File: src/rtl/decode_issue_queue_pkg.sv
// Shared definitions for the decode issue queue: field widths, unit IDs, entry layout.
package decode_issue_queue_pkg;

    localparam int unsigned opcodeSize              = 12;
    localparam int unsigned addressWidth            = 64;
    localparam int unsigned funcUnitCodeSize        = 3;
    localparam int unsigned instructionCounterWidth = 64;
    localparam int unsigned instMinIdWidth          = 7;
    localparam int unsigned PidSize                 = 20;
    localparam int unsigned TidSize                 = 16;
    localparam int unsigned regAccessPatternSize    = 2;
    localparam int unsigned bodyWidth               = 84;

    // Operand access patterns
    localparam logic [regAccessPatternSize-1:0] regRead  = 2'b10;
    localparam logic [regAccessPatternSize-1:0] regWrite = 2'b01;

    // Functional unit identifiers
    typedef enum logic [funcUnitCodeSize-1:0] {
        fuFX     = 3'd0,
        fuFP     = 3'd1,
        fuVX     = 3'd2,
        fuCR     = 3'd3,
        fuLS     = 3'd4,
        fuBranch = 3'd6
    } funcUnit_t;

    // One decoded instruction as stored in the queue (MSB first)
    typedef struct packed {
        logic [opcodeSize-1:0]              opcode;
        logic [addressWidth-1:0]            address;
        funcUnit_t                          funcUnitType;
        logic [instructionCounterWidth-1:0] majID;
        logic [instMinIdWidth-1:0]          minID;
        logic                               is64Bit;
        logic [PidSize-1:0]                 pid;
        logic [TidSize-1:0]                 tid;
        logic [regAccessPatternSize-1:0]    op1rw;
        logic [regAccessPatternSize-1:0]    op2rw;
        logic [regAccessPatternSize-1:0]    op3rw;
        logic [regAccessPatternSize-1:0]    op4rw;
        logic                               op1IsReg;
        logic                               op2IsReg;
        logic                               op3IsReg;
        logic                               op4IsReg;
        logic [bodyWidth-1:0]               body;
    } queueEntry_t;

    localparam int unsigned entryWidth = $bits(queueEntry_t);

endpackage

File: src/rtl/decode_issue_queue_ram.sv
// Queue storage: one synchronous write port, one asynchronous read port, not reset.
module decode_issue_queue_ram #(
    parameter int unsigned depth = 8,
    parameter int unsigned width = 283
) (
    input  logic                     clock_i,
    input  logic                     wrEn,
    input  logic [$clog2(depth)-1:0] wrAddr,
    input  logic [width-1:0]         wrData,
    input  logic [$clog2(depth)-1:0] rdAddr,
    output logic [width-1:0]         rdData
);

    logic [width-1:0] storage [depth];

    // Write port
    always_ff @(posedge clock_i) begin
        if (wrEn) begin
            storage[wrAddr] <= wrData;
        end
    end

    // Asynchronous read port for first-word-fall-through head
    assign rdData = storage[rdAddr];

endmodule

File: src/rtl/decode_issue_queue.sv
// In-order instruction queue between DecodeMux and issue/rename, with early stall and flush.
import decode_issue_queue_pkg::*;

module decode_issue_queue #(
    parameter int unsigned depth          = 8,
    parameter int unsigned stallThreshold = 6
) (
    input  logic                               clock_i,
    input  logic                               reset_i,
    input  logic                               flush_i,
    input  logic                               enable_i,
    input  logic [opcodeSize-1:0]              opcode_i,
    input  logic [addressWidth-1:0]            address_i,
    input  logic [funcUnitCodeSize-1:0]        funcUnitType_i,
    input  logic [instructionCounterWidth-1:0] majID_i,
    input  logic [instMinIdWidth-1:0]          minID_i,
    input  logic                               is64Bit_i,
    input  logic [PidSize-1:0]                 pid_i,
    input  logic [TidSize-1:0]                 tid_i,
    input  logic [regAccessPatternSize-1:0]    op1rw_i,
    input  logic [regAccessPatternSize-1:0]    op2rw_i,
    input  logic [regAccessPatternSize-1:0]    op3rw_i,
    input  logic [regAccessPatternSize-1:0]    op4rw_i,
    input  logic                               op1IsReg_i,
    input  logic                               op2IsReg_i,
    input  logic                               op3IsReg_i,
    input  logic                               op4IsReg_i,
    input  logic [bodyWidth-1:0]               body_i,
    output logic                               stall_o,
    output logic                               overflow_o,
    output logic                               valid_o,
    input  logic                               ready_i,
    output logic [opcodeSize-1:0]              opcode_o,
    output logic [addressWidth-1:0]            address_o,
    output logic [funcUnitCodeSize-1:0]        funcUnitType_o,
    output logic [instructionCounterWidth-1:0] majID_o,
    output logic [instMinIdWidth-1:0]          minID_o,
    output logic                               is64Bit_o,
    output logic [PidSize-1:0]                 pid_o,
    output logic [TidSize-1:0]                 tid_o,
    output logic [regAccessPatternSize-1:0]    op1rw_o,
    output logic [regAccessPatternSize-1:0]    op2rw_o,
    output logic [regAccessPatternSize-1:0]    op3rw_o,
    output logic [regAccessPatternSize-1:0]    op4rw_o,
    output logic                               op1IsReg_o,
    output logic                               op2IsReg_o,
    output logic                               op3IsReg_o,
    output logic                               op4IsReg_o,
    output logic [bodyWidth-1:0]               body_o,
    output logic [$clog2(depth):0]             count_o
);

    localparam int unsigned addrWidth = $clog2(depth);
    localparam int unsigned ptrWidth  = addrWidth + 1;

    logic [ptrWidth-1:0] wrPtr;
    logic [ptrWidth-1:0] rdPtr;
    logic [ptrWidth-1:0] wrPtrNext;
    logic [ptrWidth-1:0] rdPtrNext;
    logic [ptrWidth-1:0] countNext;
    logic                stallNext;
    logic                overflowNext;
    logic                full;
    logic                empty;
    logic                push;
    logic                pop;
    logic                wrEn;

    queueEntry_t             wrEntry;
    queueEntry_t             rdEntry;
    queueEntry_t             headEntry;
    logic [entryWidth-1:0]   rdData;

    // Occupancy flags from the extra pointer wrap bit
    assign empty = (wrPtr == rdPtr);
    assign full  = (wrPtr[addrWidth] != rdPtr[addrWidth]) &&
                   (wrPtr[addrWidth-1:0] == rdPtr[addrWidth-1:0]);

    assign valid_o = !empty;
    assign count_o = wrPtr - rdPtr;

    // Handshake; a pop frees the slot so a push into a full queue still lands
    assign pop  = valid_o && ready_i;
    assign push = enable_i && (!full || pop);
    assign wrEn = push && !flush_i;

    // Pointer, stall and overflow next-state; flush overrides any push/pop
    always_comb begin
        wrPtrNext    = wrPtr;
        rdPtrNext    = rdPtr;
        overflowNext = overflow_o;
        if (flush_i) begin
            wrPtrNext = '0;
            rdPtrNext = '0;
        end else begin
            if (push) begin
                wrPtrNext = wrPtr + ptrWidth'(1);
            end
            if (pop) begin
                rdPtrNext = rdPtr + ptrWidth'(1);
            end
            if (enable_i && full && !pop) begin
                overflowNext = 1'b1;
            end
        end
        countNext = wrPtrNext - rdPtrNext;
        stallNext = (countNext >= ptrWidth'(stallThreshold));
    end

    // Control state registers
    always_ff @(posedge clock_i or negedge reset_i) begin
        if (!reset_i) begin
            wrPtr      <= '0;
            rdPtr      <= '0;
            stall_o    <= 1'b0;
            overflow_o <= 1'b0;
        end else begin
            wrPtr      <= wrPtrNext;
            rdPtr      <= rdPtrNext;
            stall_o    <= stallNext;
            overflow_o <= overflowNext;
        end
    end

    // Pack incoming instruction fields
    always_comb begin
        wrEntry              = '0;
        wrEntry.opcode       = opcode_i;
        wrEntry.address      = address_i;
        wrEntry.funcUnitType = funcUnit_t'(funcUnitType_i);
        wrEntry.majID        = majID_i;
        wrEntry.minID        = minID_i;
        wrEntry.is64Bit      = is64Bit_i;
        wrEntry.pid          = pid_i;
        wrEntry.tid          = tid_i;
        wrEntry.op1rw        = op1rw_i;
        wrEntry.op2rw        = op2rw_i;
        wrEntry.op3rw        = op3rw_i;
        wrEntry.op4rw        = op4rw_i;
        wrEntry.op1IsReg     = op1IsReg_i;
        wrEntry.op2IsReg     = op2IsReg_i;
        wrEntry.op3IsReg     = op3IsReg_i;
        wrEntry.op4IsReg     = op4IsReg_i;
        wrEntry.body         = body_i;
    end

    decode_issue_queue_ram #(
        .depth (depth),
        .width (entryWidth)
    ) u_ram (
        .clock_i (clock_i),
        .wrEn    (wrEn),
        .wrAddr  (wrPtr[addrWidth-1:0]),
        .wrData  (wrEntry),
        .rdAddr  (rdPtr[addrWidth-1:0]),
        .rdData  (rdData)
    );

    assign rdEntry = queueEntry_t'(rdData);

    // Head payload is zero whenever nothing valid is presented
    always_comb begin
        headEntry = '0;
        if (valid_o) begin
            headEntry = rdEntry;
        end
    end

    // Unpack head entry onto output fields
    assign opcode_o       = headEntry.opcode;
    assign address_o      = headEntry.address;
    assign funcUnitType_o = funcUnitCodeSize'(headEntry.funcUnitType);
    assign majID_o        = headEntry.majID;
    assign minID_o        = headEntry.minID;
    assign is64Bit_o      = headEntry.is64Bit;
    assign pid_o          = headEntry.pid;
    assign tid_o          = headEntry.tid;
    assign op1rw_o        = headEntry.op1rw;
    assign op2rw_o        = headEntry.op2rw;
    assign op3rw_o        = headEntry.op3rw;
    assign op4rw_o        = headEntry.op4rw;
    assign op1IsReg_o     = headEntry.op1IsReg;
    assign op2IsReg_o     = headEntry.op2IsReg;
    assign op3IsReg_o     = headEntry.op3IsReg;
    assign op4IsReg_o     = headEntry.op4IsReg;
    assign body_o         = headEntry.body;

endmodule

File: config.mk
export PLATFORM = sky130hd
export DESIGN_NAME = decode_issue_queue
export DESIGN_NICKNAME = d
export VERILOG_FILES = /design/src/rtl/decode_issue_queue_pkg.sv /design/src/rtl/decode_issue_queue_ram.sv /design/src/rtl/decode_issue_queue.sv
export SDC_FILE = /design/constraint.sdc
export NUM_CORES = 2
export LEC_CHECK = 0
export BUFFER_PORTS_ARGS = -buffer_cell sky130_fd_sc_hd__buf_4
export CORE_UTILIZATION = 45
export DETAILED_ROUTE_END_ITERATION = 6
export GPL_TIMING_DRIVEN = 0
export HOLD_SLACK_MARGIN = 0.1
export SLEW_MARGIN = 5
export SYNTH_ARGS = -nofsm -noshare
export SYNTH_HDL_FRONTEND = slang
export SYNTH_HIERARCHICAL = 1
export SYNTH_SLANG_ARGS = --single-unit
File: constraint.sdc
create_clock -name clock_i -period 47.6 [get_ports clock_i]
set_clock_uncertainty 0.1 [all_clocks]
set_input_delay 9.52 -clock clock_i [delete_from_list [all_inputs] [get_ports clock_i]]
set_output_delay 9.52 -clock clock_i [all_outputs]
set_load 0.05 [all_outputs]
==> results.py <==
metrics = {
    "cts": {
        "holdBufCountCts": 0,
        "insertion_delay_ns": 0.87,
        "clk_pin_slew_worst_paths_ns": 0.06,
        "root_buffer": "clkbuf_16",
        "htree_levels": 4,
        "clock-sinks": 2274,
        "post-cts-setup-buffers": 0,
        "ctsResizeCount": 0,
        "numCtsBuffers": 233,
        "clockBufferDepth": 3,
        "cts_tree": "yes",
    },
    "timing": {
        "final_max_slew_viol_count": 0,
        "timing.slew.headroom_pct": 13.7,
        "period_needed_ns": 14.76,
        "finalWorstSetupSlack_ns": 32.84,
        "rsz0062_at_grt": "no",
        "hold_viol": 0,
        "worstMarginPinSlew_ns": 1.30,
        "final.setup.tns_ns": 0,
        "finalCritPeriodShare_pct": 31.0,
        "max_freq_ghz": 0.0678,
        "setup-violations-final": 0,
    },
    "routing": {
        "vias_per_cell": 5.46,
        "drcViolationCount": 0,
        "avgRoutedWirePerCell_um": 28.1,
        "drt_iter0_markers": 3165,
        "routed_wl_mm": 208,
        "via_count": 40404,
        "firstDrtPassIters": 5,
        "drtAntennaViolNets": 0,
    },
    "power": {
        "pwr-share-comb_pct": 21.5,
        "switching_share_pct": 28.2,
        "powerDensity_nw_per_um2": 48.3,
        "ir_drop_mv": 0.0356,
        "p_int_mw": 3.65,
        "power_leakage_nw": 33.9,
        "p_sw_mw": 1.43,
        "clkPwrFrac_pct": 34.4,
        "p_seq_share_pct": 44.0,
    },
    "yosys": {
        "yosys_warnings": 6,
        "synthMuxAreaShare_pct": 18.2,
        "synth_nets": 3973,
        "ys_seq_area_share_pct": 77.8,
        "avgSynthCellArea_um2": 23.9,
        "yosys.area_share.simple_pct": 2.22,
        "synth_flop_cell": "edfxtp_1",
        "netlist_instances": 3675,
        "syn_area_um2": 87700,
        "synth_edf_count": 2264,
        "synth_top_family_by_area": "multiplexers",
        "yosysUniqueCellTypes": 29,
        "async_flop_share_pct": 0.440,
        "synth-compound-area-share_pct": 0.0657,
        "ys_ff_latch": 2274,
        "yosys.area_share.xor_xnor_pct": 0.110,
        "synthAdderAreaFrac_pct": 0.160,
    },
    "grt": {
        "grt-busiest-layer": "met2",
        "grt_first_pass_wirelength_mm": 299,
        "grt-ovfl-total": 0,
        "grt.met2_usage_pct": 34.9,
        "grt_start_max_net_pins": 25,
        "antenna_found_initial": 47,
        "track_usage_pct": 21.1,
        "grtUsageMet1_pct": 27.8,
        "gr-usage-met3_pct": 3.66,
        "first_global_vias": 42326,
    },
    "critical_path": {
        "path_class": "reg -> out",
        "arrival_ns": 5.14,
        "end_kind": "primary output",
        "setup.worst_path.start_class": "flip-flop",
        "cp_max_fo": 10,
        "reg2regPathDepth": 15,
        "cp.required_ns": 37.98,
    },
    "die": {
        "design.die.area_um2": 197000,
        "core_area_um2": 193000,
        "die_y_um": 443,
        "rows": 161,
        "dieWidth_um": 443,
        "initial_utilization_pct": 45.4,
        "ios": 578,
    },
    "worst_hold_path": {
        "hp-class": "reg -> reg",
        "hold_depth": 1,
    },
    "finish": {
        "utilization_pct": 54.6,
        "drive_above_1_share_pct": 41.2,
        "area_growth_pct": 20.2,
        "nFillCells": 14703,
        "layout_commonest_cell": "edfxtp_1",
        "final_cell_mix": "edfxtp_1 (2264), buf_4 (616), mux4_2 (566)",
        "fin_cells": 7401,
        "fin_area_um2": 105000,
        "final_net_count": 4955,
    },
    "run": {
        "maxCapViolCount": 0,
    },
    "place": {
        "dp_hpwl_mm": 137,
        "place_area_um2": 97900,
        "numPortBuffers": 576,
        "dpl_worst_slack_ns": 33.58,
        "placedCellCount": 6948,
        "gp_congestion": 0.744,
    },
    "status": {
        "status": "finished clean",
    },
}
[final cells by class]
class                           count  area (µm²)  share of cell area, %
Sequential cell                  2274       68200                   64.8
Multi-Input combinational cell   1199       18200                   17.3
Timing Repair Buffer              747        7070                   6.71
Clock buffer                      286        6030                   5.72
Tap cell                         2526        3160                   3.00
Clock inverter                    141        1320                   1.25
Buffer                            189        1180                   1.12
Antenna cell                       26        65.1                 0.0618
Inverter                           13        48.8                 0.0463
[worst paths after layout]
check / start / end / slack (ns)
worst max register to register: rdPtr[1] / u_ram/storage[4][101] / 42.58
worst max-delay path: rdPtr[1] / op2rw_o[0] / 32.84
max in group asynchronous: reset_i / rdPtr[2] / 38.86
worst min register to register: overflow_o / overflow_o / 0.38
min in group asynchronous: reset_i / stall_o / 8.37
worst min-delay path: overflow_o / overflow_o / 0.38
[per-layer routing]
metal | up-vias | share of wire (%)
li1 | 17423 | -
met1 | 21696 | 41
met2 | 962 | 51
met3 | 307 | 4.4
met4 | 16 | 3.2
met5 | - | 0.044
[sequential cells by signal, indices dropped and copies added (netlist names)]
name and cells:
u_ram/storage 2264, wrPtr 4, overflow_o 1, rdPtr 4, stall_o 1
[through the flow]
step / power (mW) / hold slack, ns
2_1_floorplan: 3.04 / 0.454
3_3_place_gp: 3.42 / 0.359
3_5_place_dp: 3.40 / 0.365
4_1_cts: 5.15 / 0.381
5_1_grt: 5.26 / 0.398
6_report: 5.09 / 0.376
[power by group through the flow]
stage	combinational [mW]	clock [mW]	sequential (mW)
floorplan	0.739	0	2.30
global placement	1.10	0	2.32
detailed placement	1.12	0	2.28
CTS	1.12	1.79	2.24
global route	1.15	1.86	2.24
finish	1.10	1.75	2.24
[critical path: stages (launching register included)]
cell	delay, ns
dfrtp_1	0.89
inv_1	0.11
ha_1	0.33
and3_1	0.17
nand2_1	0.67
clkbuf_1	1.00
clkbuf_1	0.55
and2_1	0.27
buf_4	0.22
[kinds of logic after synthesis]
| kind of cell | count (synthesis) |
|---|---|
| flops | 2274 |
| mux | 851 |
| simple gates | 319 |
| buf+inv | 202 |
| xor+xnor | 11 |
| fa+ha+maj | 10 |
| compound gates | 8 |
[synth_stat cells, types with 2 or more instances]
library cell	instances	share of area, %
nand2_1	5	0.021
clkbuf_1	78	0.33
mux2_2	283	3.6
buf_2	13	0.074
mux2i_1	2	0.023
or2_2	3	0.021
inv_1	13	0.056
fa_1	2	0.046
xor2_1	4	0.040
and2_1	283	2.0
mux4_2	566	15
a21oi_1	4	0.023
edfxtp_1	2264	78
nor3_1	3	0.017
xnor2_1	7	0.070
nand2b_1	4	0.029
buf_6	60	0.77
and3_1	2	0.014
dfrtp_1	10	0.29
ha_1	8	0.11
nand3_1	3	0.017
buf_1	38	0.16
nor2_1	14	0.060
Note: power is estimated with default switching activity, not from simulation.
